<file path="src/rtl/cordic_log_pkg.sv">
// rtl/cordic_log_pkg.sv - shared constants and types for the CORDIC log scheduler
package cordic_log_pkg;

  localparam int          FRAC      = 24;
  localparam logic [31:0] ONE       = 32'h1 << FRAC;
  localparam int          PIPE_LAT  = 19;
  localparam logic [31:0] ERR_VALUE = 32'h8000_0000;

  typedef struct packed {
    logic [31:0] data;
    logic        id;
    logic        err;
  } res_entry_t;

  typedef struct packed {
    logic valid;
    logic id;
    logic err;
  } tag_t;

endpackage

</file>
<file path="src/rtl/cordic_res_fifo.sv">
// rtl/cordic_res_fifo.sv - show-ahead result FIFO with occupancy count
module cordic_res_fifo
  import cordic_log_pkg::*;
#(
  parameter int DEPTH = 4,
  localparam int CW = $clog2(DEPTH + 1),
  localparam int PW = (DEPTH > 1) ? $clog2(DEPTH) : 1
) (
  input  logic          clk,
  input  logic          rst_n,
  input  logic          push_i,
  input  res_entry_t    push_data_i,
  input  logic          pop_i,
  output res_entry_t    head_o,
  output logic          empty_o,
  output logic [CW-1:0] count_o
);

  res_entry_t    mem_q [DEPTH];
  logic [PW-1:0] wr_q, wr_d;
  logic [PW-1:0] rd_q, rd_d;
  logic [CW-1:0] cnt_q, cnt_d;
  logic          do_pop;

  function automatic logic [PW-1:0] bump(input logic [PW-1:0] p);
    return (p == PW'(DEPTH - 1)) ? '0 : p + 1'b1;
  endfunction

  // The scheduler's credit scheme guarantees room, so a push is never refused.
  assign do_pop = pop_i && (cnt_q != '0);

  always_comb begin
    wr_d  = push_i ? bump(wr_q) : wr_q;
    rd_d  = do_pop ? bump(rd_q) : rd_q;
    cnt_d = cnt_q;
    case ({push_i, do_pop})
      2'b10:   cnt_d = cnt_q + 1'b1;
      2'b01:   cnt_d = cnt_q - 1'b1;
      default: cnt_d = cnt_q;
    endcase
  end

  always_ff @(posedge clk or negedge rst_n) begin
    if (!rst_n) begin
      wr_q  <= '0;
      rd_q  <= '0;
      cnt_q <= '0;
    end else begin
      wr_q  <= wr_d;
      rd_q  <= rd_d;
      cnt_q <= cnt_d;
    end
  end

  always_ff @(posedge clk) begin
    if (push_i) mem_q[wr_q] <= push_data_i;
  end

  // Head reads as zero when empty so the outputs show their reset values.
  assign empty_o = (cnt_q == '0);
  assign head_o  = empty_o ? '0 : mem_q[rd_q];
  assign count_o = cnt_q;

endmodule

</file>
<file path="src/rtl/cordic_log_sched.sv">
// rtl/cordic_log_sched.sv - two-requester front end for the 19-cycle CORDIC log pipeline
module cordic_log_sched #(
  parameter int FRAC       = cordic_log_pkg::FRAC,
  parameter int PIPE_LAT   = cordic_log_pkg::PIPE_LAT,
  parameter int FIFO_DEPTH = 4
) (
  input  logic        clk,
  input  logic        rst_n,
  input  logic [1:0]  req_valid,
  input  logic [31:0] req0_a,
  input  logic [31:0] req1_a,
  output logic [1:0]  req_ready,
  output logic [31:0] cx,
  output logic [31:0] cy,
  input  logic [31:0] cz,
  output logic        res_valid,
  output logic [31:0] res_data,
  output logic        res_id,
  output logic        res_err,
  input  logic        res_ready
);

  import cordic_log_pkg::*;

  localparam int          CW      = $clog2(FIFO_DEPTH + 1);
  localparam logic [31:0] ONE_V   = 32'h1 << FRAC;
  localparam logic [CW:0] DEPTH_V = (CW + 1)'(FIFO_DEPTH);

  logic [CW-1:0] inflight_q, inflight_d;
  logic [CW-1:0] fifo_cnt;
  logic [CW:0]   outstanding;
  logic          ptr_q, ptr_d;
  logic          run_q;
  logic          credit_ok;
  logic          grant;
  logic          hs;
  logic [31:0]   g_a;
  logic          g_err;
  tag_t          tag_q [PIPE_LAT];
  tag_t          tail;
  logic          push;
  res_entry_t    push_entry;
  res_entry_t    head;
  logic          fifo_empty;
  logic          pop;

  // run_q keeps req_ready low until the first edge after reset release.
  assign outstanding = {1'b0, inflight_q} + {1'b0, fifo_cnt};
  assign credit_ok   = run_q && (outstanding < DEPTH_V);

  always_comb begin
    grant = ptr_q;
    if (req_valid == 2'b01)      grant = 1'b0;
    else if (req_valid == 2'b10) grant = 1'b1;
    req_ready = {credit_ok & grant, credit_ok & ~grant};
    hs        = |(req_valid & req_ready);
    g_a       = grant ? req1_a : req0_a;
    g_err     = ($signed(g_a) <= 0);
    ptr_d     = hs ? ~grant : ptr_q;
    cx        = ONE_V;
    cy        = '0;
    if (hs) begin
      cx = g_a + ONE_V;
      cy = g_a - ONE_V;
    end
  end

  assign tail       = tag_q[PIPE_LAT-1];
  assign push       = tail.valid;
  assign push_entry = '{data: tail.err ? ERR_VALUE : cz, id: tail.id, err: tail.err};

  always_comb begin
    inflight_d = inflight_q;
    case ({hs, push})
      2'b10:   inflight_d = inflight_q + 1'b1;
      2'b01:   inflight_d = inflight_q - 1'b1;
      default: inflight_d = inflight_q;
    endcase
  end

  always_ff @(posedge clk or negedge rst_n) begin
    if (!rst_n) begin
      inflight_q <= '0;
      ptr_q      <= 1'b0;
      run_q      <= 1'b0;
    end else begin
      inflight_q <= inflight_d;
      ptr_q      <= ptr_d;
      run_q      <= 1'b1;
    end
  end

  // Tags travel beside the datapath, which has no valid of its own.
  always_ff @(posedge clk or negedge rst_n) begin
    if (!rst_n) begin
      for (int i = 0; i < PIPE_LAT; i++) tag_q[i] <= '0;
    end else begin
      tag_q[0] <= hs ? '{valid: 1'b1, id: grant, err: g_err} : '0;
      for (int i = 1; i < PIPE_LAT; i++) tag_q[i] <= tag_q[i-1];
    end
  end

  assign pop = res_valid && res_ready;

  cordic_res_fifo #(.DEPTH(FIFO_DEPTH)) u_fifo (
    .clk         (clk),
    .rst_n       (rst_n),
    .push_i      (push),
    .push_data_i (push_entry),
    .pop_i       (pop),
    .head_o      (head),
    .empty_o     (fifo_empty),
    .count_o     (fifo_cnt)
  );

  assign res_valid = !fifo_empty;
  assign res_data  = head.data;
  assign res_id    = head.id;
  assign res_err   = head.err;

endmodule

</file>
<file path="config.mk">
export PLATFORM = sky130hd
export DESIGN_NAME = cordic_log_sched
export DESIGN_NICKNAME = d
export VERILOG_FILES = /design/src/rtl/cordic_log_pkg.sv /design/src/rtl/cordic_res_fifo.sv /design/src/rtl/cordic_log_sched.sv
export SDC_FILE = /design/constraint.sdc
export NUM_CORES = 1
export LEC_CHECK = 0
export CAP_MARGIN = 20
export CORE_ASPECT_RATIO = 0.9
export CORE_MARGIN = 2
export CORE_UTILIZATION = 24
export CTS_BUF_LIST = sky130_fd_sc_hd__clkbuf_8
export CTS_CLUSTER_SIZE = 28
export DETAILED_ROUTE_END_ITERATION = 10
export PLACE_DENSITY = 0.55
export SETUP_SLACK_MARGIN = 0.5
export SLEW_MARGIN = 20
export SYNTH_ARGS = -nofsm -noshare
export SYNTH_HDL_FRONTEND = slang
export SYNTH_SLANG_ARGS = --single-unit
export TNS_END_PERCENT = 1
</file>
<file path="constraint.sdc">
create_clock -name clk -period 7.66 [get_ports clk]
set_input_delay 1.149 -clock clk [delete_from_list [all_inputs] [get_ports clk]]
set_output_delay 1.149 -clock clk [all_outputs]
set_load 0.05 [all_outputs]
</file>
After elaboration in Yosys (flattened, before gate mapping) --
Memory sizes are Yosys's and may differ from the RTL's. Cells that the tools add are included.
Storage, ports and cells: memories 1, bits of input ports 101, output and inout bits 101, logic and storage cells 110, flip-flop bits (word level) 69, RAM bits 136
Operators by class: add/sub/neg operators 9, bitwise gates (word level) 4, multiplexer cells 14, equality and inequality tests 8, reductions and logical operators 9, order comparisons 2
Memory list:
- u_fifo.mem_q | words 4, bits a word 34, rd ports 1, clocked after Yosys merged registers in 0, wr ports 1, line cordic_res_fifo.sv:19 | res_entry_t mem_q [DEPTH];
Operators by type and width (number):
- two-way mux 32 bit | 4
- two-way mux 34 bit | 1
- adder 32 x 25 -> 32 bit (second input constant) | 1
- less-or-equal comparator 32 x 1 -> 1 bit (second input constant) | 1
- subtractor 32 x 25 -> 32 bit (second input constant) | 1
- one-hot mux 3 bit (2 select lines) | 2
- == test 2 bit (second input constant) | 5
- adder 3 x 1 -> 3 bit (second input constant) | 2
- == test 2 x 1 -> 1 bit (second input constant) | 3
- subtractor 3 x 1 -> 3 bit (second input constant) | 2
- adder 2 x 1 -> 2 bit (second input constant) | 2
- adder 3 x 3 -> 4 bit | 1
- < comparator 4 x 3 -> 1 bit (second input constant) | 1
- two-way mux 1 bit | 4
- two-way mux 2 bit | 2
- nonzero test 2 bit | 2
- logical AND 1 bit | 3
- zero test 3 bit | 1
- two-way mux 3 bit | 1
- nonzero test 3 bit | 1
- bitwise AND 1 bit | 2
- bitwise AND 2 bit | 1
- OR reduction 2 bit | 1
- zero test 1 bit | 1
- NOT 1 bit | 1

Longest topological paths before layout --
Gate-level depths: netlist of the first run.
depth after elaboration 9, gate-level depth with buffers 12, mapped depth without buffers 10

Hierarchy --
Synthesis of the first run repeated with hierarchy kept, for this count alone.
Unflattened totals: cell total of the unflattened synthesis 569, area, all modules 8630.8 um^2
By module, submodules not included:
- cordic_res_fifo | area each 5565.3 um^2, instances 1, sequential area each 4259.1 um^2, cells an instance 253
- cordic_log_sched | area each 3065.4 um^2, instances 1, sequential area each 1551.5 um^2, cells an instance 316

Worst setup path before layout of the first run --
No wires, ideal clock.
path type input-to-output, from input port req_valid[0], to output port cx[30], path slack 3083 ps, required time 6511 ps, arrival time 3428 ps, buffers on the path 2, cell stages on the path 12, cell sequence a21boi_4 -> or2_1 -> buf_6 -> buf_2 -> mux2i_1 -> inv_1 -> ha_1 -> inv_1 -> nor3_1 -> nor4b_1 -> xor2_1 -> nor2_1
Between the ends: cells in the longest elaborated chain, start to end 8, elaborated cells on any way between the ends 12, classes of those cells 1 x add/sub; 2 x eq/ne; 4 x mux; 4 x bitwise; 1 x reduce/logical
RTL lines:
- from (decl) | line cordic_log_sched.sv:9 | input logic [1:0] req_valid,
- parallel branches: the longest is 7 deep, another holds adder 32 x 25 -> 32 bit
- two-way mux 32 bit * | line cordic_log_sched.sv:62 | if (hs) begin
- to (decl) | line cordic_log_sched.sv:13 | output logic [31:0] cx,
Every way passes the cells marked *.

Worst setup path in the final report of the first run --
Ends and elaborated chain as after synthesis.

==> impl_metrics.ini, run 1 <==
[sta]
relSlewSlack_pct = 31.6
worst_pin_slew_ns = 1.03
clock_skew_ns = 0.0170
setup_violations = 0
rsz0062_at_grt = false
finalCritPeriodShare_pct = 74.5
fmax_ghz = 0.175
drv_slew = 0
tns_ns = 0
hold_viol_final = 0
fin_crit_ns = 5.71

[detailed_routing]
drc = 0
wl_um = 21200
via_per_inst = 4.16
final_antenna_net_count = 0
detail_route.wl_per_cell_um = 16.8
dr_wl_met2_um = 10300
vias = 5236
drt_iter0_drc = 163
met1_length_um = 8580
firstDrtPassIters = 4
dr_wl_met3_um = 1680
highest_layer = met4

[logic_synthesis]
syn_area_per_cell_um2 = 15.0
synth_area_leaders = edfxtp_1 (48%), dfrtp_1 (20%), mux4_2 (8.9%)
postSynthCellCount = 572
synth_top_family_by_area = simple AND/OR/NAND/NOR gates
synth_largest_area_cell = edfxtp_1
yosysMostFrequentCell = edfxtp_1
mappedNetlistNets = 687
synth_fa_ha_area_share_pct = 2.21
ys.flop_type = edfxtp_1
yosysSeqAreaShare_pct = 67.6
syn-cell-area_mm2 = 0.00859
synth.area.mux_share_pct = 10.6
synth_async_sr_flop_share_pct = 33.7
synth-xor-area-share_pct = 1.33
yosys_warnings = 0
yosys.area.top_type_share_pct = 47.5
synthTopCellsByCount = edfxtp_1 (136), dfrtp_1 (69), nand2_1 (58)
synth.distinct_cells = 45
synth-simple-area-share_pct = 11.4
yosys_register_bits = 205
synth-edff-count = 136
synth-compound-area-share_pct = 2.78

[placed_design]
io_buffers = 201
postPlaceCellArea_mm2 = 0.0110
gp_congestion = 0.802
dp_cells = 1199
hpwl_um = 14100

[finish]
stdcell_area_mm2 = 0.0115
postLayoutCoreUtil_pct = 32.9
layout-drive-gt1-share_pct = 12.5
syn2layout_area_growth_pct = 34.4
n_fill_cell = 3559
final_cells = 1258
nNetsFinal = 881

[cts]
cts.htree.levels = 2
cts_tree = done
cts.clk_slew.worst_paths_ns = 0.06
clockRootBuffer = clkbuf_8
cts_buffers = 34
cts_setup_buffers = 0
cts_max_path_buffers = 3
cts_sinks = 205
cts_resized = 0
clk_latency_ns = 0.51
hold_buffers = 0

[die]
die-area_mm2 = 0.0373
io_pins = 202
rows = 65
die-height_um = 184
start_util_pct = 24.5
core_area_mm2 = 0.0351
die_w_um = 203

[global_routing]
antenna_found_initial = 2
grt_pass1_wl_um = 32500
grt_pass1_vias = 5953
grt_max_degree = 70
track_usage_pct = 11.4
overflow = 0

[power_and_ir_drop]
ir_worst_vdd_mv = 0.135
p_leak_uw = 0.00424
power_density_mw_per_mm2 = 376

[worst_setup_path]
start_kind = input pin
critPathArrivalTime_ns = 4.56
cp_top_family = buffers and inverters
slowest_stage = clkdlybuf4s50_1
worstPathRequired_ns = 6.51
worst_path_largest_cell_delay_ns = 0.81
path_class = input pin to output pin
crit_fanout = 11
crit_buf_inv = 4
cp-end-kind = output pin
path_cells = clkdlybuf4s50_1, a21boi_4, or2_1, mux2i_1, inv_1, ha_1, inv_1, nor3_1, nor4b_1, xor2_1, nor2_1, clkdlybuf4s50_1

[run_status]
status = completed

[job]
max_cap_violations = 0

[min_path]
hold_path.class = flop to flop
[per-layer routing]
metal | vias up | global-route usage [%]
li1 | 2426 | -
met1 | 2548 | 13.0
met2 | 226 | 19.9
met3 | 36 | 3.79
met4 | 0 | 4.38
met5 | - | 0
[report_power, final]
group | switching, µW | internal, µW | total, µW
combinational | 1250 | 740 | 1990
sequential | 124 | 1390 | 1520
clock | 408 | 424 | 832
[cells in the final DEF (no fill, tap or decap), drive strengths merged, types with 4 or more instances in the layout]
cell,synthesis,routed
clkbuf,19,35
clkdlybuf4s50,0,200
nor3,7,7
nor2b,31,31
xnor2,7,7
a21oi,23,23
ha,12,12
mux2i,13,13
nor2,21,21
nand3,4,4
buf,31,8
clkinv,0,5
o21ai,5,5
nand2,58,58
or2,5,5
and2,40,40
mux4,34,34
inv,14,30
xor2,6,6
dfrtp,69,69
nor4,10,10
nand4,4,4
edfxtp,136,136
[layout make-up]
cell class | count | area, µm² | area share (%)
tap | 469 | 587 | 5.08
inverter | 14 | 52.6 | 0.455
antenna | 2 | 5.00 | 0.0434
timing repair buffer | 208 | 2060 | 17.8
clock inverter | 22 | 98.8 | 0.856
multi-input combinational | 303 | 2450 | 21.2
sequential | 205 | 5810 | 50.4
clock buffer | 35 | 482 | 4.17
[stage by stage]
step	hold WS (ns)	setup WS (ns)	power [µW]
after floorplan	0.331	3.08	2910
after global placement	0.333	1.95	3550
after detailed placement	0.335	1.92	3560
after CTS	0.340	1.90	4420
after global routing	0.334	1.64	4590
final	0.339	1.95	4340
[state kept, by name (all words and copies together), names as in the netlist]
| register | count |
|---|---|
| push_entry | 2 |
| inflight_q | 3 |
| ptr_q | 1 |
| tag_q | 54 |
| run_q | 1 |
| u_fifo.count_o | 3 |
| push | 1 |
| u_fifo.mem_q | 136 |
| u_fifo.wr_q | 2 |
| u_fifo.rd_q | 2 |
[kinds of logic (layout without fill, tap and decap cells)]
family          after synthesis  after routing
simple gates                188            188
compound gates               39             39
xor+xnor                     13             13
flops                       205            205
fa+ha+maj                    14             14
buf+inv                      64            279
other cells                   1              3
mux                          48             48
[final timing paths]
| check | from | to | slack [ns] | cells past startpoint |
|---|---|---|---|---|
| worst max-delay path | req_valid[0] | cx[30] | 1.95 | 12 |
| worst min-delay path | tag_q[22] | tag_q[19] | 0.34 | 0 |
| worst max register to register | inflight_q[2] | tag_q[54] | 4.93 | 9 |
| worst min register to register | tag_q[22] | tag_q[19] | 0.34 | 0 |
| max in group asynchronous | rst_n | u_fifo.rd_q[1] | 6.20 | 2 |
| min in group asynchronous | rst_n | tag_q[51] | 0.85 | 2 |
Note: power is estimated with default switching activity, not from simulation.
==> run 2: changes to the inputs <==
- clock period: 7.66 -> 5.5 ns (I/O delays scaled with it)
==> impl_metrics.ini, run 2 (synthesized netlist as in run 1, its figures left out) <==
[worst_setup_path]
worst_path_largest_cell_delay_ns = 0.84
start_kind = input pin
cp_top_family = buffers and inverters
worstPathRequired_ns = 4.68
r2r_start = u_fifo.count_o[2]
rr_worst_depth = 9
path_cells = clkdlybuf4s50_1, a21boi_4, or2_1, mux2i_2, nor3_1, mux2i_1, clkdlybuf4s50_1
cp_num_cells = 7
slowest_stage = clkdlybuf4s50_1
crit_buf_inv = 2
cp_common_cell = clkdlybuf4s50_1
cp-end-kind = output pin
path_class = input pin to output pin
crit_fanout = 10
critPathArrivalTime_ns = 3.79
cp-startpoint = req_valid[0]

[power_and_ir_drop]
ir_worst_vdd_mv = 0.195
swShare_pct = 40.6
seqPwrFrac_pct = 34.1
switching_power_uw = 2510
power_frac_comb_pct = 45.1
p_total_uw = 6190
power_density_mw_per_mm2 = 532
p_leak_uw = 0.00431
p_int_uw = 3680
p_clk_share_pct = 20.7

[global_routing]
antenna_found_initial = 2
overflow = 0
grt_pass1_wl_um = 32300
track_usage_pct = 11.4
grt_max_degree = 70
grt_pass1_vias = 5829

[sta]
fin_crit_ns = 4.62
clock_skew_ns = 0.0418
relSlewSlack_pct = 33.0
fmax_ghz = 0.217
worst_pin_slew_ns = 1.00
finalCritPeriodShare_pct = 83.9
tns_ns = 0
hold_viol_final = 0
rsz0062_at_grt = false
setup_violations = 0
drv_slew = 0

[placed_design]
io_buffers = 201
hpwl_um = 14200
gp_congestion = 0.799

[run_status]
status = completed

[finish]
nNetsFinal = 885
final_common_cell = clkdlybuf4s50_1
syn2layout_area_growth_pct = 35.3
final_cell_mix = clkdlybuf4s50_1 (193), edfxtp_1 (136), dfrtp_1 (67)
n_fill_cell = 3546
layout-drive-gt1-share_pct = 14.2
top_regs = u_fifo.mem_q: 136 flops, tag_q: 54 flops
largest-register = u_fifo.mem_q
largest_register_ff_count = 136

[cts]
cts_setup_buffers = 0
cts.clk_slew.worst_paths_ns = 0.06
cts.htree.levels = 2
hold_buffers = 0
cts_buffers = 36
clk_latency_ns = 0.51
clockRootBuffer = clkbuf_8
cts_tree = done
cts_resized = 0
cts_max_path_buffers = 3
cts_sinks = 205

[die]
die-height_um = 184
die_w_um = 203
io_pins = 202
rows = 65
die-area_mm2 = 0.0373
core_area_mm2 = 0.0351
start_util_pct = 24.5

[detailed_routing]
vias = 5351
firstDrtPassIters = 4
final_antenna_net_count = 0
detail_route.wl_per_cell_um = 16.7
drt_iter0_drc = 245
drc = 0
wl_um = 21100
via_per_inst = 4.23

[min_path]
holdPathStages = 0
min-delay-start = tag_q[14]
hold_path.class = flop to flop

[job]
max_cap_violations = 0
run 2: cell types whose count changed in the layout (fill, tap and decap cells not counted), sizes merged:
cell / change
clkdlybuf4s50: -7
bufinv: +1
buf: +9
clkinvlp: -1
inv: +1
clkbuf: +4
run 2: final timing paths:
path,end,slack (ns)
hold reg to reg,tag_q[11],0.33
max in group asynchronous,u_fifo.rd_q[0],4.37
setup / recovery,cx[29],0.88
setup reg to reg,tag_q[54],2.89
min in group asynchronous,tag_q[54],0.52
hold / removal,tag_q[11],0.33
run 2: per-stage QoR:
step	instance area (µm²)	setup WS, ns	cells	utilization (%)	hold slack [ns]
global route	11600	0.678	1265	33.1	0.317
global placement	11000	0.889	1201	31.2	0.332
detailed placement	11000	0.868	1201	31.2	0.335
finish	11600	0.884	1265	33.1	0.329
floorplan	8590	1.57	572	-	0.331
CTS	11600	0.854	1263	33.1	0.318
run 2: area by class of cell:
cell class                 instances  area, µm²  share of cell area, %
timing repair buffer             210       2060                   17.7
clock buffer                      39        537                   4.62
sequential                       205       5810                   50.0
tap                              469        587                   5.05
clock inverter                    23        128                   1.10
inverter                          14       52.6                  0.452
antenna                            2       5.00                 0.0430
multi-input combinational        303       2450                   21.1
run 2: power groups by stage:
stage	logic, µW	registers [µW]	clock network [µW]
after floorplan	2020	2030	0
after global placement	2820	2140	0
after detailed placement	2820	2150	0
after CTS	2830	2120	1340
after global routing	2970	2150	1410
final	2790	2110	1280
run 2: metal layers:
layer,vias up,global-route usage (%),part of all wire [%]
met3,51,3.42,7.6
met5,-,0,0
li1,2439,-,-
met2,268,18.8,47
met4,0,5.58,3.9
met1,2593,13.6,42
run 2: worst reg2reg max path, cell delays in order, from the launching register on:
cell and delay [ns]:
dfrtp_1 0.41, ha_1 0.28, nor4b_1 0.37, and2_1 0.27, o21ai_2 0.10, buf_4 0.20, inv_1 0.22, nand3_1 0.14
a211o_1 0.29, o31ai_1 0.24
